==> src/rtl/ernic_tx_path_generator.sv <==
// Transmit-side stimulus for the ERNIC example design: posts SQ doorbells for one QP,
// serves incremental-pattern payload bursts as an AXI4 read slave, and tracks send completions.
module ernic_tx_path_generator #(
    parameter int unsigned C_AXI_THREAD_ID_WIDTH = 1,
    parameter int unsigned C_AXI_ADDR_WIDTH      = 32,
    parameter int unsigned NUM_WQE               = 8,
    parameter logic [3:0]  PATTERN_NIBBLE        = 4'h0,
    parameter logic [31:0] SQ_PIDB_BASE          = 32'h50040238
) (
    input  logic                             core_clk,
    input  logic                             core_rst_n,
    input  logic                             start,
    input  logic [2:0]                       qp_num,
    input  logic [C_AXI_THREAD_ID_WIDTH-1:0] data_s_axi_arid,
    input  logic [C_AXI_ADDR_WIDTH-1:0]      data_s_axi_araddr,
    input  logic [7:0]                       data_s_axi_arlen,
    input  logic [1:0]                       data_s_axi_arburst,
    input  logic                             data_s_axi_arvalid,
    output logic                             data_s_axi_arready,
    output logic [C_AXI_THREAD_ID_WIDTH-1:0] data_s_axi_rid,
    output logic [511:0]                     data_s_axi_rdata,
    output logic [1:0]                       data_s_axi_rresp,
    output logic                             data_s_axi_rlast,
    output logic                             data_s_axi_rvalid,
    input  logic                             data_s_axi_rready,
    output logic [15:0]                      qp_sq_pidb_hndshk,
    output logic [31:0]                      qp_sq_pidb_wr_addr_hndshk,
    output logic                             qp_sq_pidb_wr_valid_hndshk,
    input  logic                             qp_sq_pidb_wr_rdy,
    input  logic                             resp_hndler_o_send_cq_db_cnt_valid,
    output logic                             tx_busy,
    output logic                             tx_done
);

    typedef enum logic {RD_IDLE, RD_BURST} rd_state_e;
    typedef enum logic [1:0] {DB_IDLE, DB_ISSUE, DB_WAIT_RD, DB_WAIT_CQ} db_state_e;

    localparam logic [15:0] NUM_WQE_PIDB = 16'(NUM_WQE);
    localparam logic [7:0]  NUM_WQE_CQ   = 8'(NUM_WQE);

    // Payload content does not depend on the read address.
    logic unused_araddr;
    assign unused_araddr = ^data_s_axi_araddr;

    // ---------------- read slave ----------------
    rd_state_e                        rd_state_q, rd_state_d;
    logic                             arready_q, arready_d;
    logic [C_AXI_THREAD_ID_WIDTH-1:0] rid_q, rid_d;
    logic [7:0]                       arlen_q, arlen_d;
    logic [7:0]                       beat_q, beat_d;
    logic [1:0]                       arburst_q, arburst_d;
    logic [3:0]                       burst_cnt_q, burst_cnt_d;
    logic                             rvalid, rlast, rd_burst_done;

    assign rvalid        = (rd_state_q == RD_BURST);
    assign rlast         = rvalid && (beat_q == arlen_q);
    assign rd_burst_done = rvalid && data_s_axi_rready && rlast;

    always_ff @(posedge core_clk or negedge core_rst_n) begin
        if (!core_rst_n) begin
            rd_state_q  <= RD_IDLE;
            arready_q   <= 1'b0;
            rid_q       <= '0;
            arlen_q     <= '0;
            beat_q      <= '0;
            arburst_q   <= '0;
            burst_cnt_q <= '0;
        end else begin
            rd_state_q  <= rd_state_d;
            arready_q   <= arready_d;
            rid_q       <= rid_d;
            arlen_q     <= arlen_d;
            beat_q      <= beat_d;
            arburst_q   <= arburst_d;
            burst_cnt_q <= burst_cnt_d;
        end
    end

    always_comb begin
        rd_state_d  = rd_state_q;
        arready_d   = arready_q;
        rid_d       = rid_q;
        arlen_d     = arlen_q;
        beat_d      = beat_q;
        arburst_d   = arburst_q;
        burst_cnt_d = burst_cnt_q;
        case (rd_state_q)
            RD_IDLE: begin
                arready_d = 1'b1;
                if (data_s_axi_arvalid && arready_q) begin
                    rid_d       = data_s_axi_arid;
                    arlen_d     = data_s_axi_arlen;
                    arburst_d   = data_s_axi_arburst;
                    beat_d      = '0;
                    burst_cnt_d = burst_cnt_q + 4'd1;
                    arready_d   = 1'b0;
                    rd_state_d  = RD_BURST;
                end
            end
            RD_BURST: begin
                if (data_s_axi_rready) begin
                    if (rlast) begin
                        arready_d  = 1'b1;
                        rd_state_d = RD_IDLE;
                    end else begin
                        beat_d = beat_q + 8'd1;
                    end
                end
            end
            default: rd_state_d = RD_IDLE;
        endcase
    end

    assign data_s_axi_arready = arready_q;
    assign data_s_axi_rvalid  = rvalid;
    assign data_s_axi_rlast   = rlast;
    assign data_s_axi_rid     = rvalid ? rid_q : '0;
    assign data_s_axi_rdata   = rvalid ? {64{{PATTERN_NIBBLE, burst_cnt_q}}} : '0;
    assign data_s_axi_rresp   = (rvalid && (arburst_q != 2'b01)) ? 2'b10 : 2'b00;

    // ---------------- doorbell sequencer ----------------
    db_state_e   db_state_q, db_state_d;
    logic [2:0]  qp_q, qp_d;
    logic [15:0] pidb_q, pidb_d;
    logic [7:0]  cq_cnt_q, cq_cnt_d;
    logic        busy_q, busy_d;
    logic        done_q, done_d;
    logic        db_valid;

    always_ff @(posedge core_clk or negedge core_rst_n) begin
        if (!core_rst_n) begin
            db_state_q <= DB_IDLE;
            qp_q       <= '0;
            pidb_q     <= '0;
            cq_cnt_q   <= '0;
            busy_q     <= 1'b0;
            done_q     <= 1'b0;
        end else begin
            db_state_q <= db_state_d;
            qp_q       <= qp_d;
            pidb_q     <= pidb_d;
            cq_cnt_q   <= cq_cnt_d;
            busy_q     <= busy_d;
            done_q     <= done_d;
        end
    end

    always_comb begin
        db_state_d = db_state_q;
        qp_d       = qp_q;
        pidb_d     = pidb_q;
        cq_cnt_d   = cq_cnt_q;
        busy_d     = busy_q;
        done_d     = done_q;
        // Completions count in every busy state, including the cycle that ends the run.
        if (busy_q && resp_hndler_o_send_cq_db_cnt_valid && (cq_cnt_q != 8'hFF))
            cq_cnt_d = cq_cnt_q + 8'd1;
        case (db_state_q)
            DB_IDLE: begin
                if (start) begin
                    qp_d       = qp_num;
                    pidb_d     = '0;
                    cq_cnt_d   = '0;
                    done_d     = 1'b0;
                    busy_d     = 1'b1;
                    db_state_d = DB_ISSUE;
                end
            end
            DB_ISSUE: begin
                if (qp_sq_pidb_wr_rdy) begin
                    pidb_d     = pidb_q + 16'd1;
                    db_state_d = DB_WAIT_RD;
                end
            end
            DB_WAIT_RD: begin
                if (rd_burst_done)
                    db_state_d = (pidb_q == NUM_WQE_PIDB) ? DB_WAIT_CQ : DB_ISSUE;
            end
            DB_WAIT_CQ: begin
                if (cq_cnt_q == NUM_WQE_CQ) begin
                    done_d     = 1'b1;
                    busy_d     = 1'b0;
                    db_state_d = DB_IDLE;
                end
            end
            default: db_state_d = DB_IDLE;
        endcase
    end

    assign db_valid                   = (db_state_q == DB_ISSUE);
    assign qp_sq_pidb_wr_valid_hndshk = db_valid;
    assign qp_sq_pidb_wr_addr_hndshk  = db_valid ? (SQ_PIDB_BASE + 32'({qp_q, 8'h00})) : '0;
    assign qp_sq_pidb_hndshk          = db_valid ? (pidb_q + 16'd1) : '0;
    assign tx_busy                    = busy_q;
    assign tx_done                    = done_q;

endmodule
==> config.mk <==
export PLATFORM = sky130hd
export DESIGN_NAME = ernic_tx_path_generator
export DESIGN_NICKNAME = d
export VERILOG_FILES = /design/src/rtl/ernic_tx_path_generator.sv
export SDC_FILE = /design/constraint.sdc
export NUM_CORES = 1
export LEC_CHECK = 0
export CAP_MARGIN = 10
export CORE_AREA = 2 2 239 241
export DETAILED_ROUTE_END_ITERATION = 10
export DIE_AREA = 0 0 241 243
export HOLD_SLACK_MARGIN = 0.05
export PLACE_DENSITY_LB_ADDON = 0.2
export SYNTH_ARGS = -nofsm -noshare
export SYNTH_HDL_FRONTEND = slang
export SYNTH_SLANG_ARGS = --single-unit
export TNS_END_PERCENT = 1
==> constraint.sdc <==
create_clock -name core_clk -period 2.7 [get_ports core_clk]
set_clock_uncertainty 0.1 [all_clocks]
set_input_delay 0.81 -clock core_clk [delete_from_list [all_inputs] [get_ports core_clk]]
set_output_delay 0.81 -clock core_clk [all_outputs]
set_load 0.02 [all_outputs]
==> flow_summary.toml <==
[finish]
final.fill_count = 6536
area_growth_pct = 19.2
drive_above_1_share = 0.124
fin_cells = 1729
diodes = 0
layout.nets = 1032
post-route-util = 0.154
stdcell_area_mm2 = 0.00860

[run_status]
status = "finished with violations"
violations = "negative setup slack"

[cts]
ctsHoldBuffers = 0
clkTransAtPathRegs_ps = 90
cts.path.max_buffers = 2
clk_latency_ps = 320
cts.sinks = 56
cts_tree = "done"
numCtsBuffers = 5
h-tree-depth = 2
cts-root-buf = "clkbuf_16"

[route]
vias_per_cell = 2.53
vias = 4368
drt_pass1_iterations = 4
wl_per_cell_um = 9.49
ant_nets = 0
drc = 0
drt_iter0_drc = 72
wl_um = 16400

[synthesis]
yosysTopAreaCellShare = 0.562
synth.distinct_cells = 52
yosysTopAreaCell = "buf_4"
synth.most_common_cell = "buf_4"
synth_area_leaders = "buf_4, dfrtp_1, nand2_1, xor2_1, xnor2_1"
synth_edf_count = 0
synth_warnings = 0
synth-main-ff-cell = "dfrtp_1"
async_reset_ff_frac = 1.00
syn_inst = 877
ys_ff_latch = 56
syn_area_per_cell_um2 = 8.23
yosysSeqAreaShare = 0.194
synth_commonest_cells = "buf_4, nand2_1, dfrtp_1"
synthesis.area_mm2 = 0.00722

[global_routing]
antenna_found_initial = 0
grt_max_degree = 65
gr-total-overflow = 0
grt_pass1_vias = 3637
grt_pass1_wl_um = 22600
track_usage = 0.0490

[power]
p_leak_nw = 4.83
p_per_area_mw_per_mm2 = 1040
peakVddDrop_mv = 0.354

[setup_path]
path_cells = "buf_6, nand2_4, nor4_4, nand3_2, xor2_1, nor2_1, buf_4"
end_kind = "output port"
r2r-start = "cq_cnt_q[0]"
worst_ep_arrival_time_ps = 1820
slowest_stage = "dfrtp_1"
cp_num_buf_inv = 2
crit_start = "pidb_q[1]"
critPathKind = "flop to output port"
crit_family = "simple AND/OR/NAND/NOR gates"
critical-path-max-stage-delay_ps = 400
cp_max_fo = 3
worstPathRequired_ps = 1790
worstSetupStartpointType = "flop"

[timing]
setup_viol = 2
rsz0062_at_grt = "true"
layout_setup_ws_ps = -26.5
min_period_ps = 2730
report.final.slew_viol_count = 0
final.period_utilization = 1.01
fmax_ghz = 0.367
hold_violations = 0

[placement]
portBuffers = 310
hpwl_um = 13000
dpl-instance-area_mm2 = 0.00868
pre_cts_ws_ps = -151
dp_cells = 1718
place_congestion = 0.688

[die]
dieArea_mm2 = 0.0586
initial_core_util = 0.129
die_x_um = 241
coreArea_mm2 = 0.0560
ioPinCount = 622
die_h_um = 243
row_count = 87

[hold_path]
hp-class = "flop to flop"
holdCritStartpoint = "rid_q"

[run]
cap_violations = 0
-- worst min-delay path: cells and delay by family, from the launching register on --
| kind | cells | cell delay (ps) |
|---|---|---|
| flip-flops | 1 | 340 |
| AND/OR/NAND/NOR | 2 | 100 |
-- logic make-up after synthesis --
group	Yosys count	share of synthesized area
buf+inv	566	0.579
simple gates	158	0.117
flops	56	0.194
compound gates	46	0.0418
xor+xnor	28	0.0340
mux	15	0.0220
fa+ha+maj	7	0.0121
other cells	1	0.000520
-- layer usage --
layer | wire length, um | share of wire | global-route usage
met5 | 0 | 0 | 0
met4 | 128 | 0.0078 | 0.0103
met3 | 1570 | 0.096 | 0.0151
met2 | 8000 | 0.49 | 0.0838
met1 | 6720 | 0.41 | 0.0599
-- state kept, by name (all words and copies together) (netlist names) --
name / count
pidb_q: 16
arlen_q: 8
beat_q: 8
cq_cnt_q: 8
burst_cnt_q: 4
qp_q: 3
arburst_q: 2
db_state_q: 2
data_s_axi_arready: 1
data_s_axi_rvalid: 1
rid_q: 1
tx_busy: 1
tx_done: 1
-- layout make-up --
class,instances,area (um^2),area share
clock buffer,5,125,0.0145
clock inverter,3,33.8,0.00393
inverter,14,52.6,0.00611
multi-input combinational,533,2760,0.321
sequential,56,1400,0.163
tap,756,946,0.110
timing repair buffer,362,3280,0.382
-- final timing paths --
check / endpoint / slack (ps) / cells after the start
min reg2reg: rid_q / 370 / 2
max reg2reg: db_state_q[1] / 670 / 7
max in group asynchronous: data_s_axi_rvalid / 1810 / 2
min in group asynchronous: cq_cnt_q[1] / 380 / 2
min: rid_q / 370 / 2
max: qp_sq_pidb_hndshk[15] / -30 / 7
-- report_power, final --
| part | leakage, nW | internal, mW | total [mW] | switching, mW |
|---|---|---|---|---|
| Clock | 0.0772 | 0.360 | 0.747 | 0.387 |
| Sequential | 0.720 | 1.09 | 1.33 | 0.241 |
| Combinational | 4.03 | 2.46 | 6.87 | 4.41 |
-- cells in the final DEF (no fill, tap or decap), types with 7 or more instances in the layout --
cell type	n
and3_1	8
xnor2_1	11
xor2_1	16
conb_1	279
dlygate4sd2_1	261
dfrtp_1	54
inv_1	12
o21ai_1	9
mux2i_1	8
buf_4	49
nand2_1	62
buf_12	12
clkdlybuf4s50_1	25
nor2_1	23
nand3_1	10
mux2_2	7
-- what timing repair did --
| action | 4_1_cts | 5_1_grt |
|---|---|---|
| gates cloned | 0 | 0 |
| gates resized for setup | 294 | 29 |
| setup buffers | 0 | 3 |
| pin swaps | 2 | 11 |
| setup endpoints to repair | 279 | 20 |
-- metrics by stage --
step	setup TNS [ps]	power, mW	hold WS, ps
global route	-641	9.62	388
finish	-31.5	8.95	369
global placement	-637	9.63	355
detailed placement	-548	9.59	354
CTS	-524	9.13	375
floorplan	-70790	7.99	338
Note: power is estimated with default switching activity, not from simulation.
==> RTL edit 1: new RTL, same settings <==
Encoding of `db_state_e`: now one-hot (4 bits for 4 states).
--- a/src/rtl/ernic_tx_path_generator.sv
+++ b/src/rtl/ernic_tx_path_generator.sv
@@ -33,7 +33,7 @@
 );
 
     typedef enum logic {RD_IDLE, RD_BURST} rd_state_e;
-    typedef enum logic [1:0] {DB_IDLE, DB_ISSUE, DB_WAIT_RD, DB_WAIT_CQ} db_state_e;
+    typedef enum logic [3:0] {DB_IDLE = 4'b0001, DB_ISSUE = 4'b0010, DB_WAIT_RD = 4'b0100, DB_WAIT_CQ = 4'b1000} db_state_e;
 
     localparam logic [15:0] NUM_WQE_PIDB = 16'(NUM_WQE);
     localparam logic [7:0]  NUM_WQE_CQ   = 8'(NUM_WQE);
Function: no difference found for any inputs over 4 cycles, from zero or initial values and one cycle with core_rst_n low; so few cycles prove little.
==> RTL edit 1 against the original RTL <==
  * The flow still finishes with violations (setup timing)
  * Area after synthesis up 4.4%
  * Global-route usage rose by 0.58 points
  * Sequential cell count rose by 2
  * Routed wire length up 8.6%
  * Power grew 6.5%
  * Die area is the same
  * Design area increased by 5.1%
  * Synthesized cell count grew 3.5%
  * Critical path type unchanged
  * Setup slack better by 0.012 ns
==> RTL edit 1: results (changes against the original RTL) <==
* Switching Fraction at 0.547 (-0.0165)
* M2 GR Usage at 0.0957 (+0.0119)
* Initial antenna violation count at 6 (+6)
* Drt wl/cell at 10.1 µm (+6.3%)
* Hold crit path type: input pin to async pin
* Vias in the first global route at 3935 (+8.2%)
* Maximum vdd drop at 0.000321 V (-9.2%)
* Clock buf/inv share at 0.0335 (+0.0150)
* Metal3 WL at 1690 µm (+7.3%)
* Detailed Route Iter0 Violations at 167 (+130%)
* Top post-synthesis cells by area: buf_4 54%, dfrtp_1 19%, nand2_1 3.0%
* Violated checks: setup timing
* RD Place Congestion at 0.691 (+0.49%)
* M1 WL at 6830 µm (+1.6%)
* R2R depth at 8 (+1)
* Status: complete, but fails checks
* GRT met1 Usage at 0.0627 (+0.00281)
* Reg-to-reg setup timing slack at 0.58 ns (-0.09 ns)
* Worst-path fanout max at 4 (+1)
* ANT cells at 1 (+1)
* Worst-Skew Late Latency at 0.35 ns (+0.03 ns)
* Switching pwr at 5.21 mW (+3.4%)
* Synthesized cell area at 7540 µm² (+4.4%)
* FILL cells at 6490 (-0.70%)
* NonClk Buf Share at 0.362 (-0.0198)
* Setup ws final at -0.0143 ns (+0.0122 ns)
* PostCTS Resize Cnt at 308 (+4.8%)
* Placement Cell Area at 9030 µm² (+4.0%)
* Nets at 1065 (+3.2%)
* Seq/Total Area, Yosys at 0.193 (-0.00141)
* # setup viols final at 2 (unchanged)
* First-pass GRT wire length at 24900 µm (+10%)
* DP Wirelength at 14200 µm (+9.3%)
* Sequential power at 1.39 mW (+5%)
* Clock Pin Slew Worst Setup and Hold Paths at 0.07 ns (-0.02 ns)
* Gr usage total at 0.0548 (+0.00578)
* Crit path capture: qp_sq_pidb_hndshk[12]
* Slowest cell delay on critical path at 0.42 ns (+0.02 ns)
* CTS buffer count at 9 (+4)
* CTS Sinks at 58 (+3.6%)
* Critical Path AT at 1.80 ns (-0.02 ns)
* Total negative setup slack at -0.0277 ns (+0.00382 ns)
* RR Startpoint: pidb_q[1]$_DFFE_PN0P_
[RTL edit 1: cell types whose count changed after synthesis, sizes merged, moves of 3 or more]
cell | before | now
a211o | 0 | 4
and4 | 0 | 5
nand4 | 9 | 12
o31ai | 5 | 2
o21ai | 15 | 7
nor3b | 1 | 5
buf | 547 | 551
xor2 | 16 | 6
a22o | 0 | 4
nor3 | 2 | 8
o211ai | 0 | 3
xnor2 | 12 | 22
[RTL edit 1: logic make-up (layout without fill, tap and decap cells)]
kind of cell               Yosys count  after routing  share of synthesized area
buffers and inverters              569            393                      0.555
adders and majority gates            7              7                     0.0116
DFF                                 58             58                      0.193
AOI/OAI and AO/OA                   50             50                     0.0490
other                                1            280                   0.000498
and+or+nand+nor                    177            177                      0.134
muxes                               18             18                     0.0254
xor gates and xnor gates            28             28                     0.0325
[RTL edit 1: critical path: cells and delay by family (launching register included)]
kind,cells,cell delay (ns)
and+or+nand+nor,3,0.45
DFF,1,0.42
buffers and inverters,2,0.29
adders and majority gates,1,0.18
xor gates and xnor gates,1,0.12
==> RTL edit 2: new RTL, same flow settings <==
Without the edit above. `NUM_WQE`: 8 -> 6.
--- a/src/rtl/ernic_tx_path_generator.sv
+++ b/src/rtl/ernic_tx_path_generator.sv
@@ -3,7 +3,7 @@
 module ernic_tx_path_generator #(
     parameter int unsigned C_AXI_THREAD_ID_WIDTH = 1,
     parameter int unsigned C_AXI_ADDR_WIDTH      = 32,
-    parameter int unsigned NUM_WQE               = 8,
+    parameter int unsigned NUM_WQE               = 6,
     parameter logic [3:0]  PATTERN_NIBBLE        = 4'h0,
     parameter logic [31:0] SQ_PIDB_BASE          = 32'h50040238
 ) (
Behaviour: no difference found for any inputs over 4 cycles, from zero or initial values and one cycle with core_rst_n low; that may be too few to reach the edited logic, so the function may still have changed.
==> RTL edit 2 against the original RTL <==
  * The run still ends with setup timing left
  * Die area unchanged
  * Setup slack worse by 0.027 ns
  * Routed wire length up 1.8%
  * Sequential cell count unchanged
  * Largest power group unchanged
  * Critical path type unchanged
  * Area after synthesis up 1.1%
  * Maximum frequency down 0.97%
  * Critical endpoint is now qp_sq_pidb_hndshk[12]
  * Power up 1.9%
  * Design area up 1.5%
==> RTL edit 2: results (changes against the original RTL) <==
* Adder-cell share of the synthesized area at 0.0120 (-0.000135)
* M1 WL at 6580 µm (-2.1%)
* Mux share of post-synthesis cell area at 0.0183 (-0.00367)
* Uppermost layer routed: met5
* Placement Cell Area at 8720 µm² (+0.42%)
* Non-Filler Instances at 1762 (+1.9%)
* Largest net degree at the start of global routing at 65 (unchanged)
* DR vias at 4692 (+7.4%)
* Non-Clock Inverter Count at 12 (-2)
* CTS buffer count at 5 (unchanged)
* Clock buf count at 7 (+2)
* Top post-synthesis cells by area: buf_4 55%, dfrtp_1 19%, nand2_1 3.9%
* Yosys cell types at 50 (-3.8%)
* M2 GR Usage at 0.0920 (+0.00820)
* Drt wl/cell at 9.48 µm (-0.13%)
* NonClk Buf Share at 0.378 (-0.00380)
* # setup viols final at 6 (+4)
* Vias in the first global route at 3927 (+8.0%)
* First-pass GRT wire length at 23200 µm (+2.9%)
* Compound-cell area share of the yosys netlist at 0.0487 (+0.00691)
* Total negative setup slack at -0.147 ns (-0.116 ns)
* Nets at 1065 (+3.2%)
* Metal3 WL at 1380 µm (-12%)
* Violated checks: setup timing
* R2R depth at 6 (-1)
* Gr usage total at 0.0495 (+0.000494)
* FILL cells at 6506 (-0.46%)
* Initial antenna violation count at 2 (+2)
* Critical Path AT at 1.84 ns (+0.02 ns)
* Maximum vdd drop at 0.000418 V (+18%)
* Fraction of layout cells with a size suffix above 1 at 0.112 (-0.0120)
* Met2 wire len at 8530 µm (+6.7%)
* Worst-Skew Late Latency at 0.31 ns
* DP Wirelength at 13300 µm (+2.4%)
* Switching Fraction at 0.559 (-0.00468)
* Setup ws final at -0.0532 ns (-0.0267 ns)
* Status: complete, but fails checks
* Xor/xnor share of the synthesized area at 0.0312 (-0.00278)
* Dpl cells at 1747 (+1.7%)
* FF+latch area at 1400 µm² (-0.18%)
* PostCTS Resize Cnt at 285 (-3.1%)
* Mapped Cells at 909 (+3.6%)
* Detailed Route Iter0 Violations at 118 (+64%)
* Hold crit path type: input pin to async pin
* Dpl ws at -0.225 ns (-0.0737 ns)
* Synth top cells by count: 538 x buf_4, 75 x nand2_1, 56 x dfrtp_1
* RD Place Congestion at 0.678 (-1.4%)
* Multi-In Gates at 562 (+5.4%)
* Multi-input logic area at 2860 µm² (+3.5%)
## RTL edit 2: cell types whose count changed in the layout (fill, tap and decap cells not counted), moves of 6 or more
cell | before | now
nand3_1 | 10 | 17
nor2_1 | 23 | 31
xnor2_1 | 11 | 18
o21ai_1 | 9 | 0
clkdlybuf4s50_1 | 25 | 31
xor2_1 | 16 | 5
o21ai_0 | 6 | 15
nand2_1 | 62 | 74
buf_4 | 49 | 59
## RTL edit 2: power groups by stage
stage | logic [mW] | registers [mW] | clock network [mW]
3_3_place_gp | 8.49 | 1.31 | 0
6_report | 7.00 | 1.30 | 0.821
3_5_place_dp | 8.42 | 1.30 | 0
5_1_grt | 7.55 | 1.34 | 0.888
4_1_cts | 7.13 | 1.29 | 0.869
2_1_floorplan | 6.79 | 1.31 | 0
## RTL edit 2: worst max-delay path: stages, from the launching register on
cell and delay, ns:
dfrtp_1 0.35, nand4_1 0.11, buf_6 0.14, or4_4 0.52, xnor2_2 0.15, nor2_1 0.11, buf_4 0.15
## RTL edit 2: path summary, 6_finish.rpt
kind / startpoint / end / slack (ns)
max reg2reg: cq_cnt_q[0]$_DFF_PN0_ / db_state_q[1]$_DFFE_PN0P_ / 0.72
max in group asynchronous: core_rst_n / pidb_q[14]$_DFFE_PN0P_ / 1.55
min: core_rst_n / arlen_q[1]$_DFFE_PN0P_ / 0.36
min in group core_clk: burst_cnt_q[3]$_DFFE_PN0P_ / burst_cnt_q[3]$_DFFE_PN0P_ / 0.36
min reg2reg: burst_cnt_q[3]$_DFFE_PN0P_ / burst_cnt_q[3]$_DFFE_PN0P_ / 0.36
max: pidb_q[9]$_DFFE_PN0P_ / qp_sq_pidb_hndshk[12] / -0.05
